===== config.mk =====
export PLATFORM = sky130hd
export DESIGN_NAME = bus_arbiter_mux_flat
export DESIGN_NICKNAME = d
export VERILOG_FILES = /design/src/rtl/bus_arbiter_mux_pkg.sv /design/src/rtl/bus_arbiter_mux_if.sv /design/src/rtl/bus_arbiter_mux_rr_arbiter.sv /design/src/rtl/bus_arbiter_mux.sv /design/src/flat_wrapper.sv
export SDC_FILE = /design/constraint.sdc
export NUM_CORES = 1
export LEC_CHECK = 0
export ABC_AREA = 0
export BUFFER_PORTS_ARGS = -buffer_cell sky130_fd_sc_hd__buf_4
export CELL_PAD_IN_SITES_DETAIL_PLACEMENT = 1
export CELL_PAD_IN_SITES_GLOBAL_PLACEMENT = 1
export CORE_AREA = 3 3 339 341
export CTS_CLUSTER_DIAMETER = 200
export CTS_CLUSTER_SIZE = 25
export DETAILED_ROUTE_END_ITERATION = 10
export DIE_AREA = 0 0 342 344
export PLACE_DENSITY_LB_ADDON = 0.1
export SYNTH_ARGS = -nofsm -noshare
export SYNTH_HDL_FRONTEND = slang
export SYNTH_SLANG_ARGS = --single-unit

===== constraint.sdc =====
create_clock -name clk -period 3.98 [get_ports clk]
set_input_delay 0.398 -clock clk [delete_from_list [all_inputs] [get_ports clk]]
set_output_delay 0.398 -clock clk [all_outputs]
set_load 0.02 [all_outputs]

===== src/rtl/bus_arbiter_mux_pkg.sv =====
// Shared constants for the bus arbiter/mux: source indices, arbitration modes,
// statistics counter width and a saturating increment helper.
package bus_arbiter_mux_pkg;

    // Bus source indices
    localparam int SRC_R0     = 0;
    localparam int SRC_R15    = 15;
    localparam int SRC_HI     = 16;
    localparam int SRC_LO     = 17;
    localparam int SRC_ZHIGH  = 18;
    localparam int SRC_ZLOW   = 19;
    localparam int SRC_PC     = 20;
    localparam int SRC_MDR    = 21;
    localparam int SRC_INPORT = 22;
    localparam int SRC_CSIGN  = 23;

    // Arbitration modes
    localparam int MODE_FIXED = 0;
    localparam int MODE_RR    = 1;

    localparam int CNT_W = 16;

    // Increment that sticks at all-ones instead of wrapping
    function automatic logic [CNT_W-1:0] sat_inc(input logic [CNT_W-1:0] v);
        return (v == {CNT_W{1'b1}}) ? v : v + 1'b1;
    endfunction

endpackage


===== src/rtl/bus_arbiter_mux_if.sv =====
// Bundle of source-side request/data signals and registered bus outputs.
// Handshake: a source holds req high for as long as it wants the bus; it owns
// the bus in every cycle its gnt bit is high, and bus_valid qualifies bus_out.
interface bus_arbiter_mux_if #(
    parameter int WIDTH   = 32,
    parameter int NUM_SRC = 24,
    parameter int SEL_W   = $clog2(NUM_SRC)
);
    logic [NUM_SRC*WIDTH-1:0] src_data;
    logic [NUM_SRC-1:0]       req;
    logic                     clr_stats;
    logic [NUM_SRC-1:0]       gnt;
    logic [SEL_W-1:0]         gnt_idx;
    logic [WIDTH-1:0]         bus_out;
    logic                     bus_valid;
    logic                     conflict;
    logic [15:0]              conflict_cnt;

    modport master (
        output src_data, req, clr_stats,
        input  gnt, gnt_idx, bus_out, bus_valid, conflict, conflict_cnt
    );

    modport slave (
        input  src_data, req, clr_stats,
        output gnt, gnt_idx, bus_out, bus_valid, conflict, conflict_cnt
    );
endinterface


===== src/rtl/bus_arbiter_mux_rr_arbiter.sv =====
// Combinational arbiter: fixed priority (lowest index) or round-robin built as
// masked priority starting after ptr, with an unmasked fallback for wrap-around.
import bus_arbiter_mux_pkg::*;

module rr_arbiter #(
    parameter int N     = 24,
    parameter int MODE  = MODE_FIXED,
    parameter int SEL_W = $clog2(N)
) (
    input  logic [N-1:0]     req,
    input  logic [N-1:0]     mask,
    input  logic [SEL_W-1:0] ptr,
    output logic [N-1:0]     gnt,
    output logic [SEL_W-1:0] idx
);
    logic [N-1:0] elig;
    logic [N-1:0] upper;
    logic [N-1:0] pick;
    logic         found;

    // Pick the first eligible requester, searching above ptr first in RR mode
    always_comb begin
        elig  = req & mask;
        upper = '0;
        for (int i = 0; i < N; i++) begin
            upper[i] = (i > int'(ptr));
        end
        pick = elig;
        if ((MODE == MODE_RR) && ((elig & upper) != '0)) begin
            pick = elig & upper;
        end
        gnt   = '0;
        idx   = '0;
        found = 1'b0;
        for (int i = 0; i < N; i++) begin
            if (pick[i] && !found) begin
                found  = 1'b1;
                gnt[i] = 1'b1;
                idx    = SEL_W'(i);
            end
        end
    end
endmodule


===== src/rtl/bus_arbiter_mux.sv =====
// Registered shared-bus arbiter and data mux with ownership hold, tenure limit,
// idle policy and saturating conflict statistics.
import bus_arbiter_mux_pkg::*;

module bus_arbiter_mux #(
    parameter int WIDTH     = 32,
    parameter int NUM_SRC   = 24,
    parameter int SEL_W     = $clog2(NUM_SRC),
    parameter int MODE      = MODE_FIXED,
    parameter int HOLD_IDLE = 1,
    parameter int MAX_HOLD  = 0
) (
    input  logic               clk,
    input  logic               clr,
    bus_arbiter_mux_if.slave   bus
);
    // Tenure counts keep-cycles after the grant cycle, so the owner is forced
    // off once it has held the bus for MAX_HOLD cycles in total.
    localparam int TEN_LIM = (MAX_HOLD > 0) ? MAX_HOLD - 1 : 0;

    logic [NUM_SRC-1:0] gnt_q, gnt_d;
    logic [SEL_W-1:0]   gnt_idx_q, gnt_idx_d;
    logic [SEL_W-1:0]   ptr_q, ptr_d;
    logic [WIDTH-1:0]   bus_q, bus_d;
    logic               valid_q, valid_d;
    logic               conflict_q, conflict_d;
    logic [CNT_W-1:0]   cnt_q, cnt_d;
    logic [CNT_W-1:0]   tenure_q, tenure_d;

    logic               owner_req;
    logic               others_req;
    logic               limit_hit;
    logic               keep;
    logic [NUM_SRC-1:0] arb_gnt;
    logic [SEL_W-1:0]   arb_idx;
    logic [SEL_W-1:0]   sel;

    // The current owner is excluded through the mask; it only matters when it
    // is being forced off, since a dropped owner is not requesting anyway.
    rr_arbiter #(.N(NUM_SRC), .MODE(MODE), .SEL_W(SEL_W)) u_arb (
        .req  (bus.req),
        .mask (~gnt_q),
        .ptr  (ptr_q),
        .gnt  (arb_gnt),
        .idx  (arb_idx)
    );

    // Ownership decision: keep the grant unless the owner dropped or hit its tenure limit
    always_comb begin
        owner_req  = (gnt_q & bus.req) != '0;
        others_req = (bus.req & ~gnt_q) != '0;
        limit_hit  = (MAX_HOLD != 0) && (tenure_q >= CNT_W'(TEN_LIM));
        keep       = owner_req && !(limit_hit && others_req);
        sel        = keep ? gnt_idx_q : arb_idx;
    end

    // Next grant, bus value, pointer, tenure and statistics
    always_comb begin
        gnt_d     = '0;
        gnt_idx_d = gnt_idx_q;
        ptr_d     = ptr_q;
        valid_d   = 1'b0;
        tenure_d  = '0;
        bus_d     = (HOLD_IDLE != 0) ? bus_q : '0;
        if (keep) begin
            gnt_d    = gnt_q;
            valid_d  = 1'b1;
            tenure_d = sat_inc(tenure_q);
            bus_d    = bus.src_data[int'(sel)*WIDTH +: WIDTH];
        end else if (arb_gnt != '0) begin
            gnt_d     = arb_gnt;
            gnt_idx_d = arb_idx;
            ptr_d     = arb_idx;
            valid_d   = 1'b1;
            bus_d     = bus.src_data[int'(sel)*WIDTH +: WIDTH];
        end
        conflict_d = (bus.req & (bus.req - NUM_SRC'(1))) != '0;
        if (bus.clr_stats) begin
            cnt_d = '0;
        end else if (conflict_d) begin
            cnt_d = sat_inc(cnt_q);
        end else begin
            cnt_d = cnt_q;
        end
    end

    // State registers, cleared asynchronously
    always_ff @(posedge clk or posedge clr) begin
        if (clr) begin
            gnt_q      <= '0;
            gnt_idx_q  <= '0;
            ptr_q      <= '0;
            bus_q      <= '0;
            valid_q    <= 1'b0;
            conflict_q <= 1'b0;
            cnt_q      <= '0;
            tenure_q   <= '0;
        end else begin
            gnt_q      <= gnt_d;
            gnt_idx_q  <= gnt_idx_d;
            ptr_q      <= ptr_d;
            bus_q      <= bus_d;
            valid_q    <= valid_d;
            conflict_q <= conflict_d;
            cnt_q      <= cnt_d;
            tenure_q   <= tenure_d;
        end
    end

    assign bus.gnt          = gnt_q;
    assign bus.gnt_idx      = gnt_idx_q;
    assign bus.bus_out      = bus_q;
    assign bus.bus_valid    = valid_q;
    assign bus.conflict     = conflict_q;
    assign bus.conflict_cnt = cnt_q;
endmodule


===== src/flat_wrapper.sv =====
// flat-port wrapper written by rule: the top's interface ports become plain ports
module bus_arbiter_mux_flat 
#(
    parameter int WIDTH     = 32,
    parameter int NUM_SRC   = 24,
    parameter int SEL_W     = $clog2(NUM_SRC),
    parameter int MODE      = MODE_FIXED,
    parameter int HOLD_IDLE = 1,
    parameter int MAX_HOLD  = 0
)
  (clk, clr, bus_src_data, bus_req, bus_clr_stats, bus_gnt, bus_gnt_idx, bus_bus_out, bus_bus_valid, bus_conflict, bus_conflict_cnt);
  bus_arbiter_mux_if #(.WIDTH(WIDTH), .NUM_SRC(NUM_SRC), .SEL_W(SEL_W)) bus_i ();
  input  logic clk;
  input  logic clr;
  input wire logic [$bits(bus_i.src_data)-1:0] bus_src_data;
  input wire logic [$bits(bus_i.req)-1:0] bus_req;
  input wire logic [$bits(bus_i.clr_stats)-1:0] bus_clr_stats;
  output wire logic [$bits(bus_i.gnt)-1:0] bus_gnt;
  output wire logic [$bits(bus_i.gnt_idx)-1:0] bus_gnt_idx;
  output wire logic [$bits(bus_i.bus_out)-1:0] bus_bus_out;
  output wire logic [$bits(bus_i.bus_valid)-1:0] bus_bus_valid;
  output wire logic [$bits(bus_i.conflict)-1:0] bus_conflict;
  output wire logic [$bits(bus_i.conflict_cnt)-1:0] bus_conflict_cnt;
  assign bus_i.src_data = bus_src_data;
  assign bus_i.req = bus_req;
  assign bus_i.clr_stats = bus_clr_stats;
  assign bus_gnt = bus_i.gnt;
  assign bus_gnt_idx = bus_i.gnt_idx;
  assign bus_bus_out = bus_i.bus_out;
  assign bus_bus_valid = bus_i.bus_valid;
  assign bus_conflict = bus_i.conflict;
  assign bus_conflict_cnt = bus_i.conflict_cnt;
  bus_arbiter_mux #(.WIDTH(WIDTH), .NUM_SRC(NUM_SRC), .SEL_W(SEL_W), .MODE(MODE), .HOLD_IDLE(HOLD_IDLE), .MAX_HOLD(MAX_HOLD)) u_core (.clk(clk), .clr(clr), .bus(bus_i));
endmodule

==> results of run 1 <==
==> final timing paths <==
| path | startpoint | endpoint | slack (ps) | cells past startpoint |
|---|---|---|---|---|
| worst max-delay path | u_core.bus.gnt[10] | u_core.bus.bus_out[4] | 210 | 10 |
| worst min-delay path | clr | u_core.bus.bus_out[11] | 60 | 2 |
| worst max register to register | u_core.bus.gnt[10] | u_core.bus.bus_out[4] | 210 | 10 |
| worst min register to register | u_core.bus.bus_out[24] | u_core.bus.bus_out[24] | 540 | 2 |
| max in group asynchronous | clr | u_core.bus.gnt[13] | 3150 | 3 |
| min in group clk | bus_req[4] | u_core.bus.gnt[4] | 290 | 2 |
==> registers in the layout, indices dropped and copies added, names as in the netlist <==
| signal | flops |
|---|---|
| u_core.bus.gnt_idx | 5 |
| u_core.bus.conflict | 1 |
| u_core.bus.gnt | 24 |
| u_core.bus.bus_out | 32 |
| u_core.bus.conflict_cnt | 16 |
| u_core.bus.bus_valid | 1 |
==> cell families (layout without fill, tap and decap cells) <==
group,after synthesis,after routing
xor gates and xnor gates,11,11
other,0,6
buffers and inverters,140,1000
DFF,79,79
AOI/OAI and AO/OA,304,304
muxes,140,140
adders and majority gates,2,2
and+or+nand+nor,853,853
==> power by group through the flow <==
stage	combinational (mW)	clock [mW]	sequential, mW
after global placement	13.1	0	1.28
after detailed placement	13.1	0	1.28
after CTS	13.2	1.13	1.27
after floorplan	6.99	0	1.42
final	12.9	1.06	1.26
after global routing	14.1	1.15	1.29
==> area by class of cell <==
cell class,count,area share
multi-input cells,1310,0.408
repair buffers,970,0.380
clock buffers,9,0.0112
inverters,14,0.00274
well taps,1500,0.0935
clock inverters,7,0.00542
flip-flops and latches,79,0.0985
diodes,6,0.000748
==> metrics by stage <==
stage                     hold WS (ps)  cell area [sq um]  worst slack, ps  instances
after global routing              85.6              20100             22.4       3893
after floorplan                    511              10600              904       1529
after global placement             507              19600             -330       3869
after detailed placement           515              19600             -332       3869
after CTS                         49.8              20000             48.9       3885
final                             64.0              20100              209       3895
==> per-layer routing <==
layer / share of wire / wire length [um]
met5: 0.00079 / 89
met1: 0.40 / 45000
met2: 0.52 / 59300
met3: 0.068 / 7650
met4: 0.012 / 1310
==> Yosys cell counts (7+ instances only) <==
library cell and n:
buf_2 41, xnor2_1 10, mux4_2 35, nand4_1 44, a211oi_1 63, buf_4 17
dfrtp_1 79, nand2b_1 15, and3_1 34, nor2_1 36, nor2b_1 18, mux2i_1 105
nand2_1 466, a22o_1 7, a31oi_1 41, nor3_1 14, o21ai_0 34, clkbuf_1 61
nand3_1 193, a21oi_1 50, a22oi_1 23, a32oi_1 24, inv_1 14
==> what timing repair did <==
| action | in CTS | in global routing |
|---|---|---|
| buffers inserted | 0 | 4 |
| pin swaps | 0 | 1 |
| gates resized for setup | 2 | 6 |
| endpoints found under the hold margin | 0 | 0 |
| setup endpoints to repair | 2 | 6 |
==> out/summary.log, run 1 <==
INFO  clock_network  clock_tree.buffer_depth=2
INFO  yosys          yosys.area_share.xor_xnor=0.00905
INFO  yosys          synth.ff_latch_count=79
INFO  pwr            total_power=15.2mW
INFO  place          dpl.hpwl=98200um
INFO  clock_network  cts.reportedPaths.clkPinSlew=100ps
INFO  global_routing grt_most_used_layer=met2
INFO  yosys          yosysTopAreaCellShare=0.186
INFO  pwr            power_leakage=9.13nW
INFO  yosys          synthCells=1529
INFO  yosys          dominantRegCellSynth=dfrtp_1
INFO  global_routing number_of_global_route_vias_before_repair=17200
INFO  pwr            cell_int_power=6.63mW
INFO  routing        drc_errors=0
INFO  run_status     run_status=complete, no violations
INFO  critical_path  slowest_delay=840ps
INFO  yosys          async_reset_ff_frac=1.00
INFO  critical_path  cp_slowest_cell=nor2_4
INFO  yosys          synth.mux.area_fraction=0.173
INFO  timing         tightestPinTransition=1170ps
INFO  finish         synthesis_to_layout_area_growth=88.6%
INFO  worst_hold_path hold_path_class=in2async
INFO  routing        antenna_left=0
INFO  clock_network  root_buffer=clkbuf_16
INFO  clock_network  cts_made_buffers=9
INFO  critical_path  path_class=reg2reg
INFO  pwr            pwr-share-comb=0.848
INFO  run            drv.max_cap_violation_count=0
INFO  yosys          yosysTopAreaCell=dfrtp_1
INFO  global_routing grt_use_total=0.182
INFO  yosys          synth.avg_cell_area=6.96squm
INFO  yosys          synth.area.top_cells=dfrtp_1 (19%), nand2_1 (16%), mux2i_1 (9.9%)
INFO  timing         totalNegativeSetupSlack=0ps
INFO  routing        routed_via_density=4.06
INFO  finish         mostFrequentLayoutCell=buf_4
INFO  place          place_congestion=0.864
INFO  pwr            power.ir.vdd_worst=0.356mV
INFO  finish         n_fill_cell=13500
INFO  timing         post-route-min-period=3770ps
INFO  global_routing first_pass_grt_wire_length=150000um
INFO  pwr            power.share.sequential=0.083
INFO  yosys          seq_area_frac_synth=0.186
INFO  yosys          combinational_family_with_the_most_area_after_synthesis=simple AND/OR/NAND/NOR gates
INFO  clock_network  post_cts_hold_buffer_count=0
INFO  die            die-height=344um
INFO  finish         multi_input_comb_area=8200squm
INFO  timing         finClkSkew=26.9ps
INFO  pwr            power_density=759nW/um^2
INFO  critical_path  end_kind=register
INFO  global_routing grt_use_met2=0.337
INFO  timing         report.final.hold_viol_count=0
INFO  die            chipWidth=342um
INFO  yosys          post_synthesis_share_of_cell_area_spent_on_and_or_nand_and_nor_gates=0.366
INFO  routing        drt_pass1_iterations=5
INFO  timing         slew_viol_final=0
INFO  routing        first_iter_violations=761
INFO  critical_path  worst-path-max-fanout=27
INFO  yosys          synthesis.yosys.warnings=0
INFO  global_routing met3_routing_resource_usage_after_global_routing=0.0450
INFO  die            io-pin-count=874
INFO  clock_network  cts-htree-levels=3
INFO  yosys          synthesis.area=10600squm
INFO  place          place.port_buffers=873
INFO  critical_path  cp.arrival=4080ps
INFO  finish         post-route-util=0.179
INFO  clock_network  numClockSinks=79
INFO  timing         fin_crit_sh=0.947
INFO  finish         drive_above_1_share=0.445
INFO  pwr            sw_frac_of_total=0.565
INFO  die            floorplan.core_area=112000squm
INFO  global_routing grt_start_max_net_pins=67
INFO  global_routing grt-ovfl-total=0
INFO  yosys          syn-num-nets=2325
INFO  global_routing grt_antenna_before_repair=29
INFO  timing         fmax=0.265GHz
INFO  critical_path  cp_cell_sequence=a22oi_1 > nand4_1 > or3_1 > buf_4 > a211oi_1 > buf_4 > a32oi_1 > nor2_4 > a22oi_1 > nand4_1
INFO  pwr            p_switching=8.61mW
INFO  yosys          area_share_of_fa_ha_maj_cells_after_synthesis=0.00212
INFO  routing        wirelength=113000um
INFO  clock_network  worst_skew_pair.late_latency=400ps
INFO  die            initial_core_util=0.0949
INFO  timing         timing.slew.headroom=0.217
INFO  finish         final_stage_net_count=3180
INFO  critical_path  worst_ep_required_time=4290ps
INFO  yosys          ys_types=68
INFO  finish         layout_common_cells=buf_4 (943), nand2_1 (465), nand3_1 (193)
INFO  routing        route.detailed.wl_per_inst=29.1um
INFO  timing         setup_viol=0
INFO  yosys          number_of_enable_flip_flop_cells_after_synthesis=0
INFO  die            row_count=123
INFO  yosys          fraction_of_the_mapped_netlist_area_in_compound_gates=0.202
INFO  pwr            relative_contribution_of_the_clock_network_to_total_power=0.069
INFO  routing        num_vias=15800
INFO  global_routing global_routing_usage_on_met1=0.216
INFO  die            total_die_area=118000squm
INFO  critical_path  cp.buffers_inverters=2
INFO  critical_path  critical_path.startpoint_type=register
INFO  critical_path  largest_delay_share_family_worst_path=simple AND/OR/NAND/NOR gates
INFO  clock_network  cts_tree=done
INFO  finish         regArea=1980squm
INFO  timing         rsz0062_at_grt=no
No activity file was read; power rests on OpenSTA's default activity.
==> run 2, diff against run 1 <==
==> constraint.sdc (replaced) <==
create_clock -name clk -period 3.98 [get_ports clk]
set_input_delay 0.995 -clock clk [delete_from_list [all_inputs] [get_ports clk]]
set_output_delay 0.995 -clock clk [all_outputs]
set_load 0.02 [all_outputs]
==> run 2 against run 1 <==
Effect of this change: clock power about the same; final area up 7.0%; total power up 6.5%; maximum frequency down 2.4%; utilization up 1.2 points; largest power group unchanged; highest routed layer unchanged.
==> out/summary.log, run 2 (synthesis results as in run 1) <==
INFO  die            floorplan.core_area=112000squm [unchanged]
INFO  global_routing first_pass_grt_wire_length=152000um [was 150000 um]
INFO  routing        drc_errors=0 [unchanged]
INFO  timing         fin_crit_sh=0.970 [was 0.947]
INFO  global_routing grt_antenna_before_repair=32 [was 29]
INFO  finish         largest_reg_flops=32 [unchanged]
INFO  critical_path  critical_path.startpoint_type=input port [was register]
INFO  place          place.port_buffers=873 [unchanged]
INFO  finish         layout_common_cells=buf_4 (1070), nand2_1 (465), nand3_1 (192) [was buf_4 (943), nand2_1 (465), nand3_1 (193)]
INFO  die            total_die_area=118000squm [unchanged]
INFO  clock_network  root_buffer=clkbuf_16 [unchanged]
INFO  critical_path  crit_cells=13 [was 10]
INFO  timing         finalHoldWorstSlack=541ps [was 64.0 ps]
INFO  critical_path  r2r_startpoint=u_core.bus.gnt[0] [was u_core.bus.gnt[10]]
INFO  clock_network  post_cts.repair.setup_buffers=0 [unchanged]
INFO  critical_path  slowest_delay=470ps [was 840 ps]
INFO  timing         report.final.hold_viol_count=0 [unchanged]
INFO  critical_path  crit_start=bus_req[15] [was u_core.bus.gnt[10]]
INFO  routing        first_iter_violations=762 [was 761]
INFO  routing        wirelength=114000um [was 113000 um]
INFO  global_routing grt_start_max_net_pins=65 [was 67]
INFO  clock_network  cts_tree=done [unchanged]
INFO  critical_path  worst_r2r_path_depth=12 [was 10]
INFO  place          dpl.hpwl=99300um [was 98200 um]
INFO  clock_network  worst_skew_pair.late_latency=410ps [was 400 ps]
INFO  critical_path  path_class=in2reg [was reg2reg]
INFO  critical_path  critPathCapture=u_core.bus.bus_out[25] [was u_core.bus.bus_out[4]]
INFO  global_routing number_of_global_route_vias_before_repair=17900 [was 17200]
INFO  timing         slew_viol_final=0 [unchanged]
INFO  pwr            power_leakage=9.90nW [was 9.13 nW]
INFO  timing         fmax=0.259GHz [was 0.265 GHz]
INFO  routing        num_vias=16300 [was 15800]
INFO  critical_path  cp.arrival=4190ps [was 4080 ps]
INFO  place          place_congestion=0.879 [was 0.864]
INFO  clock_network  clock_tree.buffer_depth=2 [unchanged]
INFO  finish         multi_input_comb_area=8300squm [was 8200 sq um]
INFO  timing         post-route-min-period=3860ps [was 3770 ps]
INFO  routing        drt_pass1_iterations=5 [unchanged]
INFO  routing        route.detailed.wl_per_inst=28.3um [was 29.1 um]
INFO  clock_network  numClockSinks=79 [unchanged]
INFO  critical_path  worst-path-max-fanout=31 [was 27]
INFO  finish         synthesis_to_layout_area_growth=102% [was 88.6%]
INFO  die            row_count=123 [unchanged]
INFO  pwr            total_power=16.2mW [was 15.2 mW]
INFO  run_status     run_status=complete, no violations [unchanged]
INFO  clock_network  cts_made_buffers=9 [unchanged]
INFO  critical_path  worst_ep_required_time=4310ps [was 4290 ps]
INFO  clock_network  post_cts_hold_buffer_count=0 [unchanged]
INFO  routing        antenna_left=0 [unchanged]
INFO  finish         final_stage_net_count=3324 [was 3180]
INFO  critical_path  cp.buffers_inverters=4 [was 2]
INFO  finish         mostFrequentLayoutCell=buf_4 [unchanged]
INFO  critical_path  critical_path.most_common_cell=buf_12
INFO  timing         tightestPinTransition=1160ps [was 1170 ps]
INFO  worst_hold_path hold_path_class=reg2reg [was in2async]
INFO  timing         timing.slew.headroom=0.224 [was 0.217]
INFO  die            die-height=344um [unchanged]
INFO  die            chipWidth=342um [unchanged]
INFO  timing         setup_viol=0 [unchanged]
INFO  finish         drive_above_1_share=0.482 [was 0.445]
INFO  critical_path  regToRegEndpoint=u_core.bus.bus_out[25] [was u_core.bus.bus_out[4]]
INFO  critical_path  largest_delay_share_family_worst_path=simple AND/OR/NAND/NOR gates [unchanged]
INFO  worst_hold_path worstHoldStart=u_core.bus.bus_out[31]
INFO  global_routing grt_use_total=0.184 [was 0.182]
INFO  pwr            power.ir.vdd_worst=0.455mV [was 0.356 mV]
INFO  timing         rsz0062_at_grt=yes [was no]
INFO  critical_path  end_kind=register [unchanged]
INFO  timing         finClkSkew=33.7ps [was 26.9 ps]
INFO  clock_network  cts.reportedPaths.clkPinSlew=80ps [was 100 ps]
INFO  critical_path  cp_cell_sequence=buf_4 > a22oi_1 > nand4_1 > or3_4 > a31o_1 > o32ai_4 > buf_12 > buf_12 > buf_12 > nand2_1 > a32oi_4 > nand3_2 > nand4_1 [was a22oi_1 > nand4_1 > or3_1 > buf_4 > a211oi_1 > buf_4 > a32oi_1 > nor2_4 > a22oi_1 > nand4_1]
INFO  die            io-pin-count=874 [unchanged]
INFO  critical_path  ff2ff_setup_slack=350ps [was 210 ps]
INFO  timing         totalNegativeSetupSlack=0ps [unchanged]
INFO  finish         regArea=1980squm [unchanged]
INFO  global_routing grt-ovfl-total=0 [unchanged]
INFO  clock_network  cts-htree-levels=3 [unchanged]
INFO  run            drv.max_cap_violation_count=0 [unchanged]
INFO  routing        routed_via_density=4.03 [was 4.06]
INFO  critical_path  cp_slowest_cell=or3_4 [was nor2_4]
INFO  die            initial_core_util=0.0949 [unchanged]
INFO  pwr            power_density=756nW/um^2 [was 759 nW/um^2]
INFO  finish         n_fill_cell=13500 [about the same]
-- run 2: routing by layer --
metal | vias to the layer above | routed length (um) | global-route usage
met2 | 535 | 59600 | 0.339
met4 | 16 | 1230 | 0.0281
met3 | 61 | 7560 | 0.0513
met1 | 8060 | 45900 | 0.215
met5 | - | 101 | 0
li1 | 7636 | - | -
-- run 2: area by class of cell --
class / instances / area share
Clock buffer: 9 / 0.0105
Timing Repair Buffer: 1113 / 0.415
Clock inverter: 7 / 0.00507
Antenna cell: 12 / 0.00140
Inverter: 14 / 0.00256
Sequential cell: 79 / 0.0921
Tap cell: 1500 / 0.0874
Multi-Input combinational cell: 1311 / 0.386
-- run 2: worst reg2reg max path: cells and delay by family, from the launching register on --
family | cells | cell delay (ps)
DFF | 1 | 470
and+or+nand+nor | 5 | 1240
buffers and inverters | 3 | 640
AOI/OAI and AO/OA | 4 | 1230
-- run 2: what timing repair did --
action / CTS / global route
resized for setup: 12 / 13
gates cloned: 1 / 1
pin swaps: 2 / 0
setup endpoints to repair: 9 / 16
-- run 2: worst min-delay path by stage --
stage / endpoint / slack, ps / cells past startpoint
after floorplan: u_core.bus.gnt[15] / 620 / 2
after detailed placement: u_core.bus.bus_out[23] / 520 / 2
after CTS: u_core.bus.bus_out[23] / 540 / 2
final: u_core.bus.bus_out[31] / 540 / 2
after global placement: u_core.bus.bus_out[23] / 510 / 2
after global routing: u_core.bus.bus_out[14] / 560 / 2
-- run 2: power breakdown --
part | internal (mW) | switching [mW] | leakage [nW] | total (mW)
clock | 0.567 | 0.510 | 0.165 | 1.08
combinational | 5.93 | 8.00 | 8.70 | 13.9
sequential | 1.04 | 0.195 | 1.03 | 1.23
-- run 2: through the flow --
step	setup slack [ps]	util	cells	area [sq um]
detailed placement	-864	0.187	4015	20900
global route	-39.1	0.191	4038	21500
floorplan	365	-	1529	10600
global placement	-886	0.187	4015	20900
CTS	11.0	0.190	4032	21400
finish	118	0.191	4045	21500
